`src/rtl/matrix_skew_feeder.sv`:
```
// rtl/matrix_skew_feeder.sv - loads A/B operand matrices from BRAM port 2 and replays them as skewed systolic feeds
module matrix_skew_feeder #(
    parameter int N      = 4,
    parameter int ADDR_W = 4,
    parameter int A_BASE = 0,
    parameter int B_BASE = 4
) (
    input  logic              clk,
    input  logic              reset_n,
    input  logic              start,
    output logic              busy,
    output logic              done,
    output logic [ADDR_W-1:0] bram_address,
    output logic              bram_chipselect,
    output logic              bram_clken,
    output logic              bram_write,
    output logic [3:0]        bram_byteenable,
    output logic [31:0]       bram_writedata,
    input  logic [31:0]       bram_readdata,
    input  logic              feed_ready,
    output logic              feed_valid,
    output logic              feed_last,
    output logic [N*8-1:0]    a_west,
    output logic [N*8-1:0]    b_north
);

    typedef enum logic [1:0] {S_IDLE, S_LOAD, S_FEED, S_DONE} state_t;

    localparam logic [3:0] LAST_T = 4'(3*N-2);

    state_t            r_state;
    state_t            w_next;
    logic [3:0]        r_rd_cnt;
    logic [3:0]        r_t;
    logic [N*32-1:0]   r_a_mat;
    logic [N*32-1:0]   r_b_mat;
    logic [N*8-1:0]    r_a_west;
    logic [N*8-1:0]    r_b_north;
    logic              w_accept;
    logic [2:0]        w_row;
    logic [3:0]        w_t_next;
    logic [2*N*8-1:0]  w_beat_next;

    // Lane i of the west feed carries A[i][t-i]; lane j of the north feed carries B[t-j][j].
    function automatic logic [2*N*8-1:0] f_beat(input logic [3:0] t,
                                                input logic [N*32-1:0] am,
                                                input logic [N*32-1:0] bm);
        logic [N*8-1:0] a;
        logic [N*8-1:0] b;
        int k;
        a = '0;
        b = '0;
        for (int i = 0; i < N; i++) begin
            k = int'(t) - i;
            if (k >= 0 && k < N) begin
                a[8*i +: 8] = am[32*i + 8*k +: 8];
                b[8*i +: 8] = bm[32*k + 8*i +: 8];
            end
        end
        return {a, b};
    endfunction

    assign bram_write      = 1'b0;
    assign bram_byteenable = 4'hF;
    assign bram_writedata  = '0;
    assign a_west          = r_a_west;
    assign b_north         = r_b_north;

    assign w_accept    = (r_state == S_FEED) && feed_ready;
    assign w_row       = 3'(r_rd_cnt - 4'd1);
    // Entering FEED needs beat 0, which only touches row 0 of each matrix, so the
    // B row 3 still being captured on that edge does not matter.
    assign w_t_next    = (r_state == S_FEED) ? r_t + 4'd1 : 4'd0;
    assign w_beat_next = f_beat(w_t_next, r_a_mat, r_b_mat);

    // State register.
    always_ff @(posedge clk or negedge reset_n) begin
        if (!reset_n) begin
            r_state <= S_IDLE;
        end else begin
            r_state <= w_next;
        end
    end

    // Next-state logic and control outputs.
    always_comb begin
        w_next          = r_state;
        busy            = 1'b0;
        done            = 1'b0;
        bram_chipselect = 1'b0;
        bram_clken      = 1'b0;
        bram_address    = '0;
        feed_valid      = 1'b0;
        feed_last       = 1'b0;
        case (r_state)
            S_IDLE: begin
                if (start) begin
                    w_next = S_LOAD;
                end
            end
            S_LOAD: begin
                busy = 1'b1;
                if (r_rd_cnt < 4'd8) begin
                    bram_chipselect = 1'b1;
                    bram_clken      = 1'b1;
                    bram_address    = (r_rd_cnt < 4'd4)
                                    ? ADDR_W'(A_BASE) + ADDR_W'(r_rd_cnt)
                                    : ADDR_W'(B_BASE) + ADDR_W'(r_rd_cnt - 4'd4);
                end else begin
                    w_next = S_FEED;
                end
            end
            S_FEED: begin
                busy       = 1'b1;
                feed_valid = 1'b1;
                feed_last  = (r_t == LAST_T);
                if (w_accept && r_t == LAST_T) begin
                    w_next = S_DONE;
                end
            end
            S_DONE: begin
                busy   = 1'b1;
                done   = 1'b1;
                w_next = S_IDLE;
            end
            default: w_next = S_IDLE;
        endcase
    end

    // Read counter, matrix capture, beat counter and registered feed lanes.
    always_ff @(posedge clk or negedge reset_n) begin
        if (!reset_n) begin
            r_rd_cnt  <= '0;
            r_t       <= '0;
            r_a_mat   <= '0;
            r_b_mat   <= '0;
            r_a_west  <= '0;
            r_b_north <= '0;
        end else begin
            case (r_state)
                S_IDLE: begin
                    if (start) begin
                        r_rd_cnt <= '0;
                    end
                end
                S_LOAD: begin
                    r_rd_cnt <= r_rd_cnt + 4'd1;
                    if (r_rd_cnt != 4'd0) begin
                        if (!w_row[2]) begin
                            r_a_mat[32*w_row[1:0] +: 32] <= bram_readdata;
                        end else begin
                            r_b_mat[32*w_row[1:0] +: 32] <= bram_readdata;
                        end
                    end
                    if (r_rd_cnt == 4'd8) begin
                        r_t                    <= '0;
                        {r_a_west, r_b_north}  <= w_beat_next;
                    end
                end
                S_FEED: begin
                    if (w_accept) begin
                        if (r_t == LAST_T) begin
                            r_t       <= '0;
                            r_a_west  <= '0;
                            r_b_north <= '0;
                        end else begin
                            r_t                   <= r_t + 4'd1;
                            {r_a_west, r_b_north} <= w_beat_next;
                        end
                    end
                end
                default: begin
                    r_a_west  <= '0;
                    r_b_north <= '0;
                end
            endcase
        end
    end

endmodule

```
`config.mk`:
```
export PLATFORM = sky130hd
export DESIGN_NAME = matrix_skew_feeder
export DESIGN_NICKNAME = d
export VERILOG_FILES = /design/src/rtl/matrix_skew_feeder.sv
export SDC_FILE = /design/constraint.sdc
export NUM_CORES = 1
export LEC_CHECK = 0
export CORE_ASPECT_RATIO = 1.2
export CORE_MARGIN = 2
export CORE_UTILIZATION = 60
export CTS_CLUSTER_SIZE = 10
export DETAILED_ROUTE_END_ITERATION = 8
export PLACE_DENSITY = 0.82
export RECOVER_POWER = 25
export SYNTH_ARGS = -nofsm -noshare
export SYNTH_HDL_FRONTEND = slang
export SYNTH_SLANG_ARGS = --single-unit
```
`constraint.sdc`:
```
create_clock -name clk -period 11 [get_ports clk]
set_input_delay 1.1 -clock clk [delete_from_list [all_inputs] [get_ports clk]]
set_output_delay 1.1 -clock clk [all_outputs]
set_load 0.03 [all_outputs]
```
; Yosys cells after proc, flatten, opt, wreduce, memory -nomap -nowiden
; Cells that the tools add are included.
[totals]
reg_bits = 330
latch_bits = 0
ramBits = 0
rom_bits = 0
word_cells = 109
n_memories = 0
[classes]
addsub = 15
n_mul = 0
n_div = 0
n_lt_le_gt_ge = 10
n_eq_ne = 10
shift = 10
n_mux = 38
n_bitwise = 2
n_reduce_logical = 17
[op_table]
columns = op, count
row1 = variable part select 128 x 11 -> 8 bit, 3
row2 = variable part select 128 x 9 -> 8 bit, 3
row3 = bitwise mux 128 bit, 2
row4 = two-way mux 32 bit, 6
row5 = case mux 32 bit (3 select lines), 2
row6 = "variable shift 32 x 34 -> 128 bit, first input constant", 1
row7 = variable part select 128 x 10 -> 8 bit, 1
row8 = variable part select 128 x 8 -> 8 bit, 1
row9 = variable part select 32 x 34 -> 128 bit, 1
row10 = two-way mux 8 bit, 8
row11 = negation 7 -> 34 bit, 1
row12 = two-way mux 4 bit, 8
row13 = "adder 10 x 6 -> 11 bit, second input constant", 2
row14 = "adder 8 x 8 -> 9 bit, first input constant", 2
row15 = case mux 4 bit (2 select lines), 2
row16 = "greater-or-equal comparator 5 x 1 -> 1 bit, second input constant", 3
row17 = "less-than comparator 5 x 4 -> 1 bit, second input constant", 3
row18 = AND reduction 3 bit, 5
row19 = "adder 10 x 5 -> 11 bit, second input constant", 1
row20 = "subtractor 4 x 2 -> 5 bit, second input constant", 2
row21 = "adder 7 x 8 -> 9 bit, first input constant", 1
row22 = "adder 4 x 1 -> 4 bit, second input constant", 2
row23 = "equality test 4 bit, second input constant", 2
row24 = "less-than comparator 4 x 3 -> 1 bit, second input constant", 2
row25 = other kinds (20), 38

; Logic depth before layout (Yosys ltp)
; Gate-level depths: netlist of the first run.
[depth]
depth_word = 9
mapped_depth = 21

; Worst setup path after synthesis of the first run
; No wires, ideal clock.
[synth_timing]
path_type = reg-to-reg
startpoint = register r_t[0]
endpoint = register r_a_west[10], in the netlist a_west[10]
arrival_ns = 4.445
required_time_ns = 10.879
slack_ns = 6.434
path_stages_with_launch = 22
n_path_buf = 8
cell_sequence = dfrtp_1 buf_4 buf_2 inv_2 ha_1 nor2b_1 clkbuf_1 clkinv_1 clkbuf_1 ha_1 or3_1 buf_2 and2_1 buf_4 inv_1 ha_1 buf_2 clkbuf_1 mux4_2 o211ai_1 o32ai_1 a22o_1
[synth_between]
elab_chain_cells = 9
[synth_rtl]
columns = element, line
row1 = start: declaration, 34  ; logic [3:0] r_t;
row2 = start signal: assignment, 167  ; r_t <= r_t + 4'd1;
row3 = adder 4 x 1 -> 4 bit, 73  ; assign w_t_next = (r_state == S_FEED) ? r_t + 4'd1 : 4'd0;
row4 = two-way mux 4 bit, 73
row5 = subtractor 4 x 1 -> 5 bit, 54  ; k = int'(t) - i;
row6 = "adder 7 x 8 -> 9 bit, or another cell as far along", 56  ; a[8*i +: 8] = am[32*i + 8*k +: 8];
row7 = variable part select 128 x 9 -> 8 bit / logical AND 1 bit (equally long branches), "56, 55"
row8 = two-way mux 8 bit, 55  ; if (k >= 0 && k < N) begin
row9 = two-way mux 32 bit, 162  ; if (r_t == LAST_T) begin
row10 = two-way mux 32 bit, 161  ; if (w_accept) begin
row11 = case mux 32 bit (3 select lines) *, 140  ; case (r_state)
row12 = end signal: assignment, 157  ; {r_a_west, r_b_north} <= w_beat_next;
row13 = end signal: assignment, 168  ; {r_a_west, r_b_north} <= w_beat_next;
row14 = end: declaration, 37  ; logic [N*8-1:0] r_a_west;
; Mark *: on every way between the ends. The rest lies on a longest branch, timed or not. The select of a mux whose other input is x is not followed.
; A chain may end at the register's enable or synchronous reset.

; Worst setup path after layout of the first run
[layout_timing]
startpoint = register r_t[0]
endpoint = register r_a_west[13], in the netlist a_west[13]
; The elaborated chain is that of the path after synthesis.

==> results of run 1 <==
per-stage QoR:
step / hold WS (ps) / setup WS [ps] / utilization / total power [uW] / area [sq um]
2_1_floorplan: 445 / 6430 / - / 3950 / 17700
3_3_place_gp: 457 / 4570 / 0.645 / 4900 / 18600
3_5_place_dp: 466 / 4570 / 0.645 / 4970 / 18600
4_1_cts: 479 / 4540 / 0.681 / 6110 / 19600
5_1_grt: 499 / 4060 / 0.681 / 6460 / 19600
6_report: 478 / 4260 / 0.681 / 6210 / 19600
final timing paths:
path                            start           to  slack (ps)  cells after the start
hold / removal             a_west[28]   a_west[28]         480                      2
hold reg to reg            a_west[28]   a_west[28]         480                      2
setup reg to reg               r_t[0]   a_west[13]        4260                     13
min in group asynchronous     reset_n   r_b_mat[9]        2430                      1
max in group asynchronous     reset_n  r_b_mat[22]        5640                      2
setup / recovery               r_t[0]   a_west[13]        4260                     13
power breakdown:
group | switching, uW | internal, uW
clock network | 479 | 660
registers | 561 | 1570
logic | 1800 | 1140
kinds of logic after synthesis:
family,after synthesis,synth area share
fa+ha+maj,22,0.0157
flops,330,0.471
compound gates,472,0.173
mux,138,0.126
other cells,2,0.000428
xor+xnor,7,0.00392
buf+inv,195,0.0576
simple gates,644,0.153
registers in the layout, indices dropped and copies added, names as in the netlist:
signal    count
r_a_mat     128
r_b_mat     128
a_west       32
b_north      32
r_rd_cnt      4
r_t           4
r_state       2
critical path: cells and delay by family (launching register included):
kind	cells	cell delay, ps
AOI/OAI and AO/OA	4	1030
buffers and inverters	3	1130
and+or+nand+nor	3	1490
adders and majority gates	3	2230
DFF	1	740
final cells by class:
class / instances / area [sq um] / area share
repair buffers: 131 / 1260 / 0.0643
well taps: 385 / 482 / 0.0246
clock inverters: 2 / 38.8 / 0.00198
flip-flops and latches: 330 / 8260 / 0.422
multi-input cells: 1321 / 8470 / 0.432
clock buffers: 44 / 1000 / 0.0513
inverters: 18 / 72.6 / 0.00371
cells in the final DEF, fill, tap and decap left out, types with 10 or more instances in the layout:
master	n
nand2_1	518
dfrtp_1	329
o21ai_0	254
clkdlybuf4s50_1	106
mux4_2	64
mux2i_1	64
a32o_1	51
nand3_1	41
clkbuf_16	39
conb_1	38
o21ai_1	26
ha_1	22
buf_4	22
nor2b_1	21
a22o_1	18
o22ai_1	17
o32ai_1	16
inv_1	12
nor2_1	12
a21oi_1	12
o31ai_1	11
o211ai_1	10
layer usage:
metal	track usage	up-vias	wire length, um
met4	0.248	2	4500
met3	0.0749	279	6260
met1	0.517	7414	21700
met5	0	-	12
li1	-	6416	-
met2	0.630	1029	28000
==> run_results.csv, run 1 <==
group,metric,value,unit
routing,routed_via_density,6.79,
logic_synthesis,synth_top_cell_by_area,"dfrtp_1",
logic_synthesis,synth_cell_type_count,61,
worst_setup_path,critPathKind,"reg2reg",
sta,timing.final.crit_share,0.613,
sta,period_minus_slack,6740,ps
sta,grt_setup_unrepaired,"false",
sta,timing.fmax,0.148,GHz
routing,vias,15100,
worst_setup_path,cp.arrival,7170,ps
worst_setup_path,crit_fanout,23,
power,vdd_drop_max,197,uV
logic_synthesis,synth_area,0.0175,sq mm
sta,skew,19.5,ps
status,status,"finished, violations left",
worst_setup_path,cp_data_required_time,11430,ps
logic_synthesis,async_flop_share,1.00,
routing,drtPass1Iterations,8,
die,die-area,0.0306,sq mm
cts,cts_tree,"built",
global_route,grt_start_max_net_pins,170,
cells_and_area,stdcell_count,2231,
sta,timing.setup.tns,0,ps
cts,cts_hold_buf,0,
routing,drt-total-wl,60.5,mm
cells_and_area,final_layout_size_suffix_gt1_frac,0.0932,
placement,gp_congestion,1.04,
die,die_w,160,um
global_route,grt_overflow_total,0,
die,start_util,0.610,
run,max_cap_violations,1,
worst_setup_path,cpPeakStageDelay,890,ps
cts,cts-resized-gates,0,
worst_setup_path,critical_path.slowest_cell,"ha_1",
power,p_leak,0.00852,uW
global_route,antenna_found_initial,1,
cts,ctsLongestPathBuffers,3,
global_route,grt_pass1_vias,14500,
cells_and_area,syn_to_final_growth,11.7,%
worst_setup_path,cp-end-kind,"flop",
placement,portBuffers,108,
logic_synthesis,syn_area_per_cell,9.69,sq um
power,pwr_density_cell,317,mW/mm^2
worst_setup_path,cp_cell_sequence,"inv_2, ha_1, nor2b_4, clkinv_1, ha_1, o21ai_1, and2_1, inv_1, ha_1, nor2b_1, a32o_1, o32ai_1, a22o_1",
routing,post-route-drc-count,0,
logic_synthesis,ys_seq_area_frac,0.471,
routing,wire_per_inst,27.1,um
cts,cts_buffers,39,
cts,cts_setup_buffers,0,
die,pin_count,147,
die,core_area,0.0288,sq mm
cts,clk_pin_slew_worst_paths,60,ps
cells_and_area,nets,1899,
logic_synthesis,yosys_warnings,0,
sta,final_hold_viol_count,0,
sta,setup_viol,0,
worst_setup_path,crit_path_start_kind,"flop",
placement,place_inst,2185,
die,chipHeight,191,um
logic_synthesis,synth_most_common_cell,"nand2_1",
cts,htreeDepth,2,
sta,worst_pin_slew,5140,ps
logic_synthesis,ys.flop_type,"dfrtp_1",
global_route,grt_pass1_wl,90.5,mm
routing,ant_nets,0,
cts,insertion_delay,540,ps
logic_synthesis,synth_top_area_frac,0.471,
sta,slew_headroom,-2.43,
logic_synthesis,synthCells,1810,
sta,drv_slew,98,
logic_synthesis,synthTopCellsByArea,"dfrtp_1 47%, nand2_1 11%, mux4_2 8.2%, o21ai_0 7.2%, mux2i_1 3.7%",
logic_synthesis,synth_edf_count,0,
cells_and_area,n_antenna_cell,0,
die,rows,68,
cts,clock-root-buffer,"clkbuf_16",
worst_setup_path,crit_top_cell,"ha_1",
routing,drt_iter0_drc,1915,
placement,dpl.hpwl,41.2,mm
logic_synthesis,synth_common_cells,"519 x nand2_1, 330 x dfrtp_1, 254 x o21ai_0",
min_path,hp-class,"reg2reg",
global_route,grt_use_total,0.400,
cells_and_area,nFillCells,2268,
logic_synthesis,synth-seq-cells,330,
status,violations,"capacitance limit, slew limit",
cts,cts.sinks,330,
Power figures use the tool's default switching activity.
==> run 2: changes to the inputs <==
Settings changed: CORE_UTILIZATION 60 to 53, PLACE_DENSITY 0.82 to 0.77.
Clock period 11 ns to 6.1 ns, I/O delays scaled along.
==> run_results.csv, run 2 (synthesis gave the netlist of run 1 again) <==
group,metric,value,unit
worst_setup_path,cp-end-kind,"flop",
placement,dpl.hpwl,41.7,mm
cts,clock-root-buffer,"clkbuf_16",
cts,cts-resized-gates,0,
cts,cts_hold_buf,0,
cts,cts_setup_buffers,0,
status,violations,"capacitance limit, slew limit",
cells_and_area,syn_to_final_growth,12.2,%
cells_and_area,top_regs,"r_a_mat (128), r_b_mat (128)",
placement,portBuffers,108,
cts,ctsLongestPathBuffers,3,
routing,post-route-drc-count,0,
routing,drt-total-wl,61.4,mm
sta,skew,21.5,ps
run,max_cap_violations,3,
sta,timing.setup.tns,0,ps
worst_setup_path,critPathKind,"reg2reg",
sta,period_minus_slack,5160,ps
die,chipHeight,203,um
cts,cts_tree,"built",
power,vdd_drop_max,349,uV
worst_setup_path,crit_start,"r_t[0]",
cells_and_area,n_antenna_cell,0,
worst_setup_path,crit_path_start_kind,"flop",
global_route,antenna_found_initial,2,
cells_and_area,final_common_cell,"nand2_1",
min_path,hp-class,"reg2reg",
sta,setup_viol,0,
cts,cts_buffers,39,
global_route,grt_start_max_net_pins,170,
die,pin_count,147,
min_path,min-delay-start,"r_b_mat[45]",
routing,routed_via_density,6.62,
cells_and_area,final_cell_mix,"518 x nand2_1, 329 x dfrtp_1, 254 x o21ai_0, 107 x clkdlybuf4s50_1",
worst_setup_path,r2r_start,"r_t[0]",
power,p_leak,0.00856,uW
global_route,grt_pass1_wl,92.5,mm
sta,hold_ws,473,ps
global_route,grt_overflow_total,0,
global_route,grt_use_total,0.362,
placement,place_area,0.0186,sq mm
routing,drtPass1Iterations,7,
routing,wire_per_inst,27.1,um
sta,timing.fmax,0.194,GHz
routing,ant_nets,0,
worst_setup_path,cp.arrival,5590,ps
sta,timing.final.crit_share,0.846,
die,start_util,0.541,
sta,grt_setup_unrepaired,"false",
sta,slew_headroom,-0.999,
cts,cts.sinks,330,
die,core_area,0.0324,sq mm
cells_and_area,nets,1906,
worst_setup_path,r2r_slack,940,ps
sta,drv_slew,335,
worst_setup_path,crit_fanout,19,
placement,gp_congestion,0.991,
cells_and_area,final_area,0.0197,sq mm
die,rows,72,
global_route,grt_pass1_vias,14700,
die,die_w,170,um
power,pwr_density_cell,571,mW/mm^2
routing,vias,15000,
cts,htreeDepth,2,
cells_and_area,final_layout_size_suffix_gt1_frac,0.0975,
routing,drt_iter0_drc,1672,
worst_setup_path,cp_data_required_time,6530,ps
die,die-area,0.0346,sq mm
cts,clk_pin_slew_worst_paths,60,ps
sta,final_hold_viol_count,0,
sta,worst_pin_slew,3000,ps
status,status,"finished, violations left",
cts,insertion_delay,550,ps
==> run 2: through the flow <==
stage	cells	total power [uW]	setup WS, ps	util
after floorplan	1846	7120	1530	-
after global placement	2214	8960	1100	0.575
after detailed placement	2214	9070	1050	0.575
after CTS	2264	11100	1020	0.608
after global routing	2264	11800	399	0.607
final	2264	11200	938	0.607
==> run 2: area by class of cell <==
type | instances | area (sq um)
Clock buffer | 47 | 1040
Timing Repair Buffer | 138 | 1310
Inverter | 18 | 72.6
Tap cell | 407 | 509
Fill cell | 2689 | 12700
Multi-Input combinational cell | 1321 | 8470
Clock inverter | 3 | 30.0
Sequential cell | 330 | 8260
==> run 2: final timing paths <==
kind | cells past startpoint | end
max | 13 | a_west[8]
min | 2 | r_b_mat[45]
max reg2reg | 13 | a_west[8]
min reg2reg | 2 | r_b_mat[45]
max in group asynchronous | 2 | b_north[23]
min in group asynchronous | 1 | b_north[4]
==> run 2: layer usage <==
| layer | share of wire | vias to the layer above | global-route usage |
|---|---|---|---|
| met5 | 0.00037 | - | 0 |
| met4 | 0.073 | 2 | 0.223 |
| met3 | 0.081 | 222 | 0.0609 |
| met2 | 0.46 | 910 | 0.561 |
| met1 | 0.39 | 7432 | 0.479 |
| li1 | - | 6415 | - |
==> run 2: critical path, cell delays in order, from the launching register on <==
cell and delay [ps]:
dfrtp_2 740, inv_2 240, ha_1 390, nor2b_4 120, clkinv_1 80, ha_1 270, o21ai_1 550, and2_1 570
inv_1 90, ha_1 720, nor2b_1 690, a32o_1 270, o32ai_1 80, a22o_1 210
==> run 2: power by group <==
group | internal (uW) | switching, uW
logic | 2100 | 3200
registers | 2830 | 1050
clock network | 1180 | 873
total | 6110 | 5130
